File: src/rtl/bist_pkg.sv
// Shared definitions for the March C- BIST controller: element indices,
// operation and direction encodings, FSM states and the march table.
package bist_pkg;

    localparam logic [2:0] E0 = 3'd0;
    localparam logic [2:0] E1 = 3'd1;
    localparam logic [2:0] E2 = 3'd2;
    localparam logic [2:0] E3 = 3'd3;
    localparam logic [2:0] E4 = 3'd4;
    localparam logic [2:0] E5 = 3'd5;

    localparam logic OP_R = 1'b0;
    localparam logic OP_W = 1'b1;

    localparam logic DIR_UP = 1'b0;
    localparam logic DIR_DN = 1'b1;

    typedef enum logic [1:0] {
        ST_IDLE,
        ST_RUN,
        ST_DRAIN,
        ST_DONE
    } state_t;

    // One march element: address order, first op/background, second
    // op/background, and whether the second op exists at all.
    typedef struct packed {
        logic dir;
        logic op0;
        logic bg0;
        logic op1;
        logic bg1;
        logic twoOp;
    } march_entry_t;

    // The first three elements walk upwards, the last three downwards.
    function automatic logic marchDir(input logic [2:0] elem);
        return (elem >= E3) ? DIR_DN : DIR_UP;
    endfunction

    function automatic march_entry_t marchTable(input logic [2:0] elem);
        march_entry_t e;
        case (elem)
            E0:      e = '{marchDir(E0), OP_W, 1'b0, OP_W, 1'b0, 1'b0};
            E1:      e = '{marchDir(E1), OP_R, 1'b0, OP_W, 1'b1, 1'b1};
            E2:      e = '{marchDir(E2), OP_R, 1'b1, OP_W, 1'b0, 1'b1};
            E3:      e = '{marchDir(E3), OP_R, 1'b0, OP_W, 1'b1, 1'b1};
            E4:      e = '{marchDir(E4), OP_R, 1'b1, OP_W, 1'b0, 1'b1};
            E5:      e = '{marchDir(E5), OP_R, 1'b0, OP_R, 1'b0, 1'b0};
            default: e = '{DIR_UP, OP_W, 1'b0, OP_W, 1'b0, 1'b0};
        endcase
        return e;
    endfunction

endpackage

File: src/rtl/bist_addr_gen.sv
// Up/down address counter for the march sequencer. Loads 0 or all-ones at
// element boundaries and flags the last address in the current direction.
module bist_addr_gen #(
    parameter int ADDR_W = 4
) (
    input  logic              clk,
    input  logic              rst,
    input  logic              load0_i,
    input  logic              loadMax_i,
    input  logic              en_i,
    input  logic              dirDn_i,
    output logic [ADDR_W-1:0] addr_o,
    output logic              tc_o
);

    localparam logic [ADDR_W-1:0] ONE = {{(ADDR_W-1){1'b0}}, 1'b1};

    logic [ADDR_W-1:0] addr_q, addr_d;

    // Loads take priority over stepping; the counter holds when idle.
    always_comb begin
        addr_d = addr_q;
        if (load0_i) begin
            addr_d = '0;
        end else if (loadMax_i) begin
            addr_d = '1;
        end else if (en_i) begin
            addr_d = dirDn_i ? (addr_q - ONE) : (addr_q + ONE);
        end
    end

    // Address register with synchronous reset.
    always_ff @(posedge clk) begin
        if (rst) begin
            addr_q <= '0;
        end else begin
            addr_q <= addr_d;
        end
    end

    assign addr_o = addr_q;
    assign tc_o   = dirDn_i ? (addr_q == '0) : (addr_q == '1);

endmodule

File: src/rtl/march_bist_ctrl.sv
// March C- BIST sequencer for a single-port synchronous SRAM. Issues one
// registered memory operation per cycle, compares read data one cycle after
// the read strobe and records the first failing address and element.
module march_bist_ctrl #(
    parameter int ADDR_W = 4,
    parameter int DATA_W = 8
) (
    input  logic              clk,
    input  logic              rst,
    input  logic              start,
    output logic [ADDR_W-1:0] mem_addr,
    output logic              mem_we,
    output logic              mem_re,
    output logic [DATA_W-1:0] mem_wdata,
    input  logic [DATA_W-1:0] mem_rdata,
    output logic              busy,
    output logic              done,
    output logic              fail,
    output logic [ADDR_W-1:0] fail_addr,
    output logic [2:0]        fail_elem
);

    import bist_pkg::*;

    state_t            state_q, state_d;
    logic [2:0]        elem_q, elem_d;
    logic              phase_q, phase_d;
    logic [ADDR_W-1:0] memAddr_q, memAddr_d;
    logic              memWe_q, memWe_d;
    logic              memRe_q, memRe_d;
    logic [DATA_W-1:0] memWdata_q, memWdata_d;
    logic [2:0]        opElem_q, opElem_d;
    logic              busy_q, busy_d;
    logic              done_q, done_d;
    logic              fail_q, fail_d;
    logic [ADDR_W-1:0] failAddr_q, failAddr_d;
    logic [2:0]        failElem_q, failElem_d;

    logic              cmpValid_q;
    logic [DATA_W-1:0] cmpExp_q;
    logic [ADDR_W-1:0] cmpAddr_q;
    logic [2:0]        cmpElem_q;

    march_entry_t      tbl;
    logic              curOp;
    logic              curBg;
    logic              agLoad0, agLoadMax, agEn;
    logic [ADDR_W-1:0] agAddr;
    logic              agTc;

    assign tbl = marchTable(elem_q);

    bist_addr_gen #(.ADDR_W(ADDR_W)) u_addr_gen (
        .clk       (clk),
        .rst       (rst),
        .load0_i   (agLoad0),
        .loadMax_i (agLoadMax),
        .en_i      (agEn),
        .dirDn_i   (tbl.dir),
        .addr_o    (agAddr),
        .tc_o      (agTc)
    );

    // Next-state logic: op issue, element sequencing, compare and status.
    always_comb begin
        state_d    = state_q;
        elem_d     = elem_q;
        phase_d    = phase_q;
        memAddr_d  = '0;
        memWe_d    = 1'b0;
        memRe_d    = 1'b0;
        memWdata_d = '0;
        opElem_d   = '0;
        busy_d     = busy_q;
        done_d     = done_q;
        fail_d     = fail_q;
        failAddr_d = failAddr_q;
        failElem_d = failElem_q;
        agLoad0    = 1'b0;
        agLoadMax  = 1'b0;
        agEn       = 1'b0;
        curOp      = phase_q ? tbl.op1 : tbl.op0;
        curBg      = phase_q ? tbl.bg1 : tbl.bg0;

        if (cmpValid_q && (mem_rdata != cmpExp_q) && !fail_q) begin
            fail_d     = 1'b1;
            failAddr_d = cmpAddr_q;
            failElem_d = cmpElem_q;
        end

        case (state_q)
            ST_IDLE, ST_DONE: begin
                if (start) begin
                    state_d    = ST_RUN;
                    elem_d     = E0;
                    phase_d    = 1'b0;
                    agLoad0    = 1'b1;
                    busy_d     = 1'b1;
                    done_d     = 1'b0;
                    fail_d     = 1'b0;
                    failAddr_d = '0;
                    failElem_d = '0;
                end
            end
            ST_RUN: begin
                memAddr_d  = agAddr;
                memWe_d    = (curOp == OP_W);
                memRe_d    = (curOp == OP_R);
                memWdata_d = {DATA_W{curBg}};
                opElem_d   = elem_q;
                if (!tbl.twoOp || phase_q) begin
                    phase_d = 1'b0;
                    if (agTc) begin
                        if (elem_q == E5) begin
                            state_d = ST_DRAIN;
                        end else begin
                            elem_d = elem_q + 3'd1;
                            if (marchDir(elem_q + 3'd1) == DIR_DN) begin
                                agLoadMax = 1'b1;
                            end else begin
                                agLoad0 = 1'b1;
                            end
                        end
                    end else begin
                        agEn = 1'b1;
                    end
                end else begin
                    phase_d = 1'b1;
                end
            end
            ST_DRAIN: begin
                if (!memRe_q) begin
                    state_d = ST_DONE;
                    busy_d  = 1'b0;
                    done_d  = 1'b1;
                end
            end
            default: state_d = ST_IDLE;
        endcase
    end

    // State, strobe, compare-pipeline and status registers.
    always_ff @(posedge clk) begin
        if (rst) begin
            state_q    <= ST_IDLE;
            elem_q     <= '0;
            phase_q    <= 1'b0;
            memAddr_q  <= '0;
            memWe_q    <= 1'b0;
            memRe_q    <= 1'b0;
            memWdata_q <= '0;
            opElem_q   <= '0;
            busy_q     <= 1'b0;
            done_q     <= 1'b0;
            fail_q     <= 1'b0;
            failAddr_q <= '0;
            failElem_q <= '0;
            cmpValid_q <= 1'b0;
            cmpExp_q   <= '0;
            cmpAddr_q  <= '0;
            cmpElem_q  <= '0;
        end else begin
            state_q    <= state_d;
            elem_q     <= elem_d;
            phase_q    <= phase_d;
            memAddr_q  <= memAddr_d;
            memWe_q    <= memWe_d;
            memRe_q    <= memRe_d;
            memWdata_q <= memWdata_d;
            opElem_q   <= opElem_d;
            busy_q     <= busy_d;
            done_q     <= done_d;
            fail_q     <= fail_d;
            failAddr_q <= failAddr_d;
            failElem_q <= failElem_d;
            cmpValid_q <= memRe_q;
            cmpExp_q   <= memWdata_q;
            cmpAddr_q  <= memAddr_q;
            cmpElem_q  <= opElem_q;
        end
    end

    assign mem_addr  = memAddr_q;
    assign mem_we    = memWe_q;
    assign mem_re    = memRe_q;
    assign mem_wdata = memWdata_q;
    assign busy      = busy_q;
    assign done      = done_q;
    assign fail      = fail_q;
    assign fail_addr = failAddr_q;
    assign fail_elem = failElem_q;

endmodule

File: config.mk
export PLATFORM = sky130hd
export DESIGN_NAME = march_bist_ctrl
export DESIGN_NICKNAME = d
export VERILOG_FILES = /design/src/rtl/bist_pkg.sv /design/src/rtl/bist_addr_gen.sv /design/src/rtl/march_bist_ctrl.sv
export SDC_FILE = /design/constraint.sdc
export NUM_CORES = 1
export LEC_CHECK = 0
export CORE_UTILIZATION = 52
export CTS_CLUSTER_DIAMETER = 150
export DETAILED_ROUTE_END_ITERATION = 10
export HOLD_SLACK_MARGIN = 0.15
export PLACE_DENSITY = 0.89
export SYNTH_ARGS = -nofsm -noshare
export SYNTH_HDL_FRONTEND = slang
export SYNTH_SLANG_ARGS = --single-unit
File: constraint.sdc
create_clock -name clk -period 3.2 [get_ports clk]
set_clock_uncertainty 0.15 [all_clocks]
set_input_delay 0.32 -clock clk [delete_from_list [all_inputs] [get_ports clk]]
set_output_delay 0.32 -clock clk [all_outputs]
set_load 0.03 [all_outputs]
---- Yosys cells after proc, flatten, opt, wreduce, memory -nomap -nowiden ----
Index checks and enable logic that the tools add are counted.
word-level totals
  bits in registers ....................... 39
  bits in latches ......................... 0
  RAM bits ................................ 0
  memory bits (read-only) ................. 0
  output and inout port bits .............. 24
  word-level logic and storage cells ...... 107
  memories ................................ 0
operators by class
  add/subtract/negate cells ............... 3
  multipliers ............................. 0
  divide/modulo/power cells ............... 0
  $lt $le $gt $ge ......................... 1
  equality and inequality tests ........... 16
  shifts and indexed selects .............. 0
  multiplexer cells ....................... 50
  bitwise gates (word level) .............. 2
  reductions and logical operators ........ 17
operator list
  operator             count
  $pmux 6 s5           1
  $mux 1               25
  $mux 4               6
  $mux 3               7
  $ne 2x2->1 const B   6
  $mux 2               5
  $reduce_and 5->1     2
  $ne 8x8->1           1
  $pmux 1 s2           4
  $eq 3x2->1 const B   2
  $eq 3x3->1 const B   2
  $pmux 2 s3           1
  $pmux 3 s2           1
  $reduce_bool 2->1    3
  $reduce_or 2->1      3
  $add 4x1->4 const B  1
  $eq 2x2->1 const B   2
  $eq 4x4->1 const B   1
  $logic_not 4->1      1
  $sub 4x1->4 const B  1
  $add 3x1->3 const B  1
  $eq 3x1->1 const B   1
  $ge 3x2->1 const B   1
  $reduce_and 3->1     1
  7 further kinds      10

---- Depth between registers and ports, before layout ----
Gate-level depths: netlist (run 1).
  word-level depth ........................ 9
  mapped depth ............................ 11
  mapped depth without buffers ............ 11

---- Cells and area by module ----
From an unflattened synthesis (run 1), not the netlist that was laid out.
second synthesis, totals
  cell total of the unflattened synthesis .. 203
  area, all modules ....................... 1,880.6 um^2
modules (own cells, without submodules)
  module           instances  cells each  area each (um^2)  seq. area each (um^2)
  march_bist_ctrl  1          168         1,575.3           700.7
  bist_addr_gen    1          35          305.3             80.1

---- Worst setup path after synthesis (run 1) ----
OpenSTA, ideal clock, no wires.
  path type ............................... reg-to-reg
  start ................................... register elem_q[0]
  end ..................................... register u_addr_gen.addr_q[3], in the netlist u_addr_gen.addr_o[3]
  arrival time ............................ 2.174 ns
  slack ................................... 0.743 ns
  cell stages (with the launch flop) ...... 12
  buffers on the path ..................... 0
  clock period less this slack ............ 2.457 ns
  cell sequence ........................... dfxtp_1 -> inv_1 -> ha_1 -> o21a_1 -> nor2_1 -> inv_1 -> ha_1 -> a21o_1 -> a21oi_1 -> xor2_1 -> a21bo_2 -> a31oi_1
on the way
  cells in the longest elaborated chain, start to end .. 9
RTL lines
  item                                                     line                    text
  start, declared                                          march_bist_ctrl.sv:26   logic [2:0] elem_q, elem_d;
  start signal, assigned                                   march_bist_ctrl.sv:164  elem_q <= elem_d;
  $add 3x1->3                                              march_bist_ctrl.sv:118  if (marchDir(elem_q + 3'd1) == DIR_DN) begin
  $ge 3x2->1                                               bist_pkg.sv:38          return (elem >= E3) ? DIR_DN : DIR_UP;
  $mux 1                                                   bist_pkg.sv:38
  $mux 1                                                   march_bist_ctrl.sv:118
  $mux 1                                                   march_bist_ctrl.sv:114  if (elem_q == E5) begin
  $mux 1                                                   march_bist_ctrl.sv:113  if (agTc) begin
  $mux 1                                                   march_bist_ctrl.sv:111  if (!tbl.twoOp || phase_q) begin
  $pmux 1 s2 or $mux 1 (tied branches)                     march_bist_ctrl.sv:91   case (state_q)
  $reduce_or 2->1 (no line), or another cell as far along  --
  end signal, assigned                                     bist_addr_gen.sv:37     addr_q <= addr_d;
  end, declared                                            bist_addr_gen.sv:18     logic [ADDR_W-1:0] addr_q, addr_d;
Parallel ways exist; a longest one is shown, timed or not. The select of a mux whose other input is x is not followed.
A chain may end at the register's enable or synchronous reset.

---- Worst setup path after layout (run 1) ----
Same ends and word-level chain as after synthesis.

==> metrics.cfg, run 1 <==
[detailed_routing]
dr_total_vias=1528
wirelength_mm=3.899
drt_iter0_markers=65
first_pass_iters=4
wl_per_cell_um=13.93
vias_per_cell=5.457
ant_nets=0
route.detailed.drc=0

[min_path]
min-delay-start=opElem_q[0]$_SDFF_PP0_
hold_depth=1
hp-class=reg2reg
worstHoldEndpoint=cmpElem_q[0]$_SDFF_PP0_

[synth]
ys.flop_type=dfxtp_1
synth.top_cell.area_share_pct=40.47
syn_nets=226
ys_warn_count=0
ys_types=52
synth_area_leaders=dfxtp_1, ha_1, mux2i_1
ys_seq_elements=39
synth_edf_count=0
seq_area_frac_synth_pct=40.47
netlist_area_mm2=0.001929
synthCells=203
yosysTopAreaCell=dfxtp_1
avgSynthCellArea_um2=9.504
synth-async-reset-ratio_pct=0

[sta]
hold_viol_final=0
tns_ns=0
final_max_slew_viol_count=0
finalCriticalPeriod_ns=2.798
tightest_slew_ns=0.8122
maxSlewHeadroom_pct=45.43
fin_crit_sh_pct=87.43
clock.fmax_ghz=0.3574
grt_setup_unrepaired=no
finalSetupViolCount=0

[clocking]
cts.sinks=39
clk_path_buf_depth=2
worstSkewPairLatency_ns=0.29
clockRootBuffer=clkbuf_8
cts_buffers=5
postCtsResizedCells=0
cts_setup_buffers=0
htree_levels=2
clkTransAtPathRegs_ns=0.08
cts_hold_buf=0
cts_tree=done

[critical_path]
worstSetupPathType=reg2reg
end_kind=flop
r2r_slack_ns=0.40
crit_start=elem_q[0]$_SDFFE_PP0P_
start_kind=flop
cp_max_fo=6
r2r_cells=11
cp_data_arrival_time_ns=2.81
r2r-start=elem_q[0]$_SDFFE_PP0P_
r2r_end=u_addr_gen.addr_o[3]$_SDFFE_PP0P_
critPathRequiredTime_ns=3.21

[global_route]
use_met3_pct=6.204
busiest_layer=met2
grt.overflow.total=0
use_met2_pct=39.11
use_met1_pct=23.65
grt_max_degree=17
grt_util_all_layers_pct=21.42
grt_pass1_vias=1456
antenna_found_initial=0
grt_pass1_wl_mm=6.651

[place]
hpwlAfterDp_mm=2.879
place_congestion=0.9221
port_buffers=34

[floorplanning]
die_y_um=62.91
die_area_mm2=0.003958
initial_core_util_pct=56.05
num_rows=21
fp.coreArea_mm2=0.003442
io_pins=35
die_w_um=62.91

[pwr]
leakage_nw=0.8472
ir_worst_vdd_mv=0.3614
powerDensity_mw_per_mm2=527.9

[job]
cap_viol_max_count=0

[cells_and_area]
syn_to_final_growth_pct=20.95
final.fill_count=284
final_layout_size_suffix_gt1_share_pct=10.26
n_antenna_cell=0
nNetsFinal=256
finalCoreUtilization_pct=67.79

[outcome]
outcome=finished clean

==> per-stage QoR <==
step	power, mW	worst slack, ns	cell area [um2]	std cells	hold WS (ns)
2_1_floorplan	0.8319	0.7429	1929	203	0.2416
3_3_place_gp	0.9124	0.6180	2248	272	0.2668
3_5_place_dp	0.9203	0.4574	2248	272	0.2747
4_1_cts	1.241	0.4532	2333	280	0.2919
5_1_grt	1.313	0.2606	2333	280	0.3127
6_report	1.232	0.4021	2333	280	0.2920
==> state kept, by name (all words and copies together) (netlist names), 2 cells and up <==
register,count
cmpAddr_q,4
fail_addr,4
mem_addr,4
u_addr_gen.addr_o,4
cmpElem_q,3
elem_q,3
fail_elem,3
opElem_q,3
state_q,2
==> worst max-delay path by stage <==
stage	to	cells past startpoint
2_1_floorplan	u_addr_gen.addr_o[3]$_SDFFE_PP0P_	11
3_3_place_gp	u_addr_gen.addr_o[3]$_SDFFE_PP0P_	11
6_report	u_addr_gen.addr_o[3]$_SDFFE_PP0P_	11
3_5_place_dp	u_addr_gen.addr_o[3]$_SDFFE_PP0P_	11
4_1_cts	u_addr_gen.addr_o[3]$_SDFFE_PP0P_	11
5_1_grt	u_addr_gen.addr_o[3]$_SDFFE_PP0P_	11
==> layer usage <==
metal / part of all wire, % / routed length (um)
met1: 41 / 1614
met2: 52 / 2039
met5: 0 / 0
met4: 1.1 / 41
met3: 5.2 / 204
==> area by class of cell <==
type	instances	area (um2)	share of cell area [%]
Clock inverter	2	12.51	0.5362
Multi-Input combinational cell	142	1025	43.91
Timing Repair Buffer	35	347.8	14.91
Inverter	10	37.54	1.609
Clock buffer	6	72.57	3.110
Sequential cell	39	780.7	33.46
Tap cell	46	57.56	2.466
==> worst max-delay path: stages, from the launching register on <==
cell	delay, ns
dfxtp_1	0.45
inv_1	0.15
ha_1	0.28
o21a_1	0.22
nor2_1	0.23
inv_1	0.13
ha_1	0.28
a21o_1	0.17
a21oi_1	0.17
xor2_1	0.22
a21bo_2	0.16
a31oi_1	0.07
==> power breakdown <==
part,switching [mW],internal [mW]
clock network,0.169,0.152
registers,0.0300,0.518
logic,0.217,0.144
total,0.417,0.815
==> layout by cell type (no fill, tap or decap), drive strengths merged, types with 2 or more instances in the layout <==
cell           count
nor2              23
nand3b             3
a21oi             10
or4                2
mux2i             10
nand4              2
o21ai              7
a31oi              6
nand3              4
and2               3
or3                4
nand2             10
o311a              2
clkdlybuf4s50     34
clkbuf             6
xnor2              2
nor2b             12
nor3               7
a2111oi            2
ha                11
dfxtp             39
nor4               2
nand2b             2
inv               10
==> cell usage after synthesis, drive strengths merged (2+ instances only) <==
master	instances
inv	10
nand4	2
o21ai	7
nor2	23
nor4	2
or3	4
xnor2	2
and2	3
a2111oi	2
nor2b	12
mux2i	10
ha	11
nand3b	3
or4	2
a31oi	6
nor3	7
nand2b	2
dfxtp	39
nand2	10
nand3	4
buf	9
o311a	2
clkbuf	3
a21oi	10
==> logic make-up (layout without fill, tap and decap cells) <==
group	Yosys count	after routing	synth area share, %
mux	11	11	5.966
simple gates	79	79	22.83
fa+ha+maj	12	12	8.171
flops	39	39	40.47
compound gates	37	37	14.79
buf+inv	22	53	6.420
xor+xnor	3	3	1.362
No activity file was read; power rests on OpenSTA's default activity.
==> inputs of run 2 (changes only) <==
--- a/config.mk
+++ b/config.mk
@@ -10,6 +10,7 @@
 export DETAILED_ROUTE_END_ITERATION = 10
 export HOLD_SLACK_MARGIN = 0.15
 export PLACE_DENSITY = 0.89
+export RECOVER_POWER = 100
 export SYNTH_ARGS = -nofsm -noshare
 export SYNTH_HDL_FRONTEND = slang
 export SYNTH_SLANG_ARGS = --single-unit
==> metrics.cfg, run 2 (synthesized netlist as in run 1, its figures left out) <==
[sta]
tns_ns=0  ; unchanged
maxSlewHeadroom_pct=45.50  ; +0.067 points
grt_setup_unrepaired=no
finalSetupViolCount=0  ; unchanged
tightest_slew_ns=0.8113  ; -0.0009905 ns
clock.fmax_ghz=0.3572  ; about the same
final_max_slew_viol_count=0  ; unchanged
hold_viol_final=0  ; unchanged
finalCriticalPeriod_ns=2.800  ; +0.001661 ns
fin_crit_sh_pct=87.49  ; about the same
hold_ws_ns=0.2937  ; +0.001610 ns

[floorplanning]
die_y_um=62.91  ; unchanged
num_rows=21  ; unchanged
fp.coreArea_mm2=0.003442  ; unchanged
io_pins=35  ; unchanged
die_area_mm2=0.003958  ; unchanged
die_w_um=62.91  ; unchanged
initial_core_util_pct=56.05  ; unchanged

[global_route]
grt_max_degree=17  ; unchanged
grt_pass1_vias=1456  ; unchanged
grt_pass1_wl_mm=6.651  ; unchanged
grt_util_all_layers_pct=21.42  ; unchanged
antenna_found_initial=0  ; unchanged
grt.overflow.total=0  ; unchanged

[critical_path]
cp_slowest_cell=dfxtp_1
critPathRequiredTime_ns=3.21  ; about the same
end_kind=flop
cp_slowest_stage_delay_ns=0.45  ; about the same
worstSetupPathType=reg2reg
r2r_end=u_addr_gen.addr_o[3]$_SDFFE_PP0P_
cp_data_arrival_time_ns=2.81  ; about the same
r2r_slack_ns=0.40  ; about the same
start_kind=flop
path_cells=inv_1, ha_1, o21a_1, nor2_1, inv_1, ha_1, a21o_1, a21oi_1, xor2_1, a21bo_2, a31oi_1
r2r_cells=11  ; unchanged
r2r-start=elem_q[0]$_SDFFE_PP0P_
cp_max_fo=6  ; unchanged

[detailed_routing]
first_pass_iters=4  ; unchanged
wl_per_cell_um=13.96  ; +0.28%
dr_total_vias=1552  ; +1.6%
ant_nets=0  ; unchanged
drt_iter0_markers=57  ; -12%
route.detailed.drc=0  ; unchanged
vias_per_cell=5.543  ; +1.6%
wirelength_mm=3.910  ; +0.28%

[clocking]
clockRootBuffer=clkbuf_8
cts_tree=done
worstSkewPairLatency_ns=0.29  ; about the same
cts.sinks=39  ; unchanged
cts_buffers=5  ; unchanged
cts_hold_buf=0  ; unchanged
htree_levels=2  ; unchanged
clk_path_buf_depth=2  ; unchanged
cts_setup_buffers=0  ; unchanged
postCtsResizedCells=0  ; unchanged
clkTransAtPathRegs_ns=0.08  ; about the same

[cells_and_area]
nNetsFinal=256  ; unchanged
n_antenna_cell=0  ; unchanged
final_layout_size_suffix_gt1_share_pct=9.402  ; -0.85 points
final_cell_mix=dfxtp_1, dlygate4sd3_1, nor2_1
layout_commonest_cell=dfxtp_1
syn_to_final_growth_pct=20.56

[place]
hpwlAfterDp_mm=2.879  ; unchanged
port_buffers=34  ; unchanged
place_congestion=0.9221  ; unchanged

[job]
cap_viol_max_count=0  ; unchanged

[pwr]
powerDensity_mw_per_mm2=527.1  ; -0.16%
total_power_mw=1.226  ; -0.49%
ir_worst_vdd_mv=0.3574  ; -1.1%
leakage_nw=0.9251  ; +9.2%

[min_path]
hp-class=reg2reg
min-delay-start=opElem_q[0]$_SDFF_PP0_
hold_depth=1  ; unchanged
worstHoldEndpoint=cmpElem_q[0]$_SDFF_PP0_

[outcome]
outcome=finished clean

-- run 2: final cells by class --
| cell class | count | area [um2] |
|---|---|---|
| Clock inverter | 2 | 12.51 |
| Timing Repair Buffer | 35 | 344.1 |
| Clock buffer | 6 | 72.57 |
| Sequential cell | 39 | 780.7 |
| Tap cell | 46 | 57.56 |
| Multi-Input combinational cell | 142 | 1021 |
| Inverter | 10 | 37.54 |
| Fill cell | 286 | 1116 |
-- run 2: critical path: cells and delay by family, from the launching register on --
kind                     cells  cell delay [ns]
AO/OA/AOI/OAI                5             0.79
AND/OR/NAND/NOR              1             0.23
flip-flops                   1             0.45
adder cells (fa/ha/maj)      2             0.56
XOR/XNOR                     1             0.22
buffers and inverters        2             0.28
-- run 2: how the worst max path moves through the flow --
stage,cells past startpoint,endpoint,start
floorplan,11,u_addr_gen.addr_o[3]$_SDFFE_PP0P_,elem_q[0]$_SDFFE_PP0P_
global placement,11,u_addr_gen.addr_o[3]$_SDFFE_PP0P_,elem_q[0]$_SDFFE_PP0P_
detailed placement,11,u_addr_gen.addr_o[3]$_SDFFE_PP0P_,elem_q[0]$_SDFFE_PP0P_
CTS,11,u_addr_gen.addr_o[3]$_SDFFE_PP0P_,elem_q[0]$_SDFFE_PP0P_
global route,11,u_addr_gen.addr_o[3]$_SDFFE_PP0P_,elem_q[0]$_SDFFE_PP0P_
finish,11,u_addr_gen.addr_o[3]$_SDFFE_PP0P_,elem_q[0]$_SDFFE_PP0P_
-- run 2: power by group --
group | switching (mW) | internal, mW
clock | 0.169 | 0.152
combinational | 0.218 | 0.138
sequential | 0.0294 | 0.518
total | 0.417 | 0.809
-- run 2: through the flow --
step                util, %  cell area, um2  setup WS, ns  instances
finish                67.58            2326        0.4004        280
global placement      65.32            2248        0.6180        272
detailed placement    65.32            2248        0.4574        272
CTS                   67.79            2333        0.4532        280
global route          67.58            2326        0.2606        280
floorplan                 -            1929        0.7429        203
-- run 2: layer usage --
metal | wire [um] | global-route usage, %
met1 | 1612 | 23.65
met2 | 2053 | 39.11
met3 | 203 | 6.204
met4 | 41 | 6.105
met5 | 0 | 0
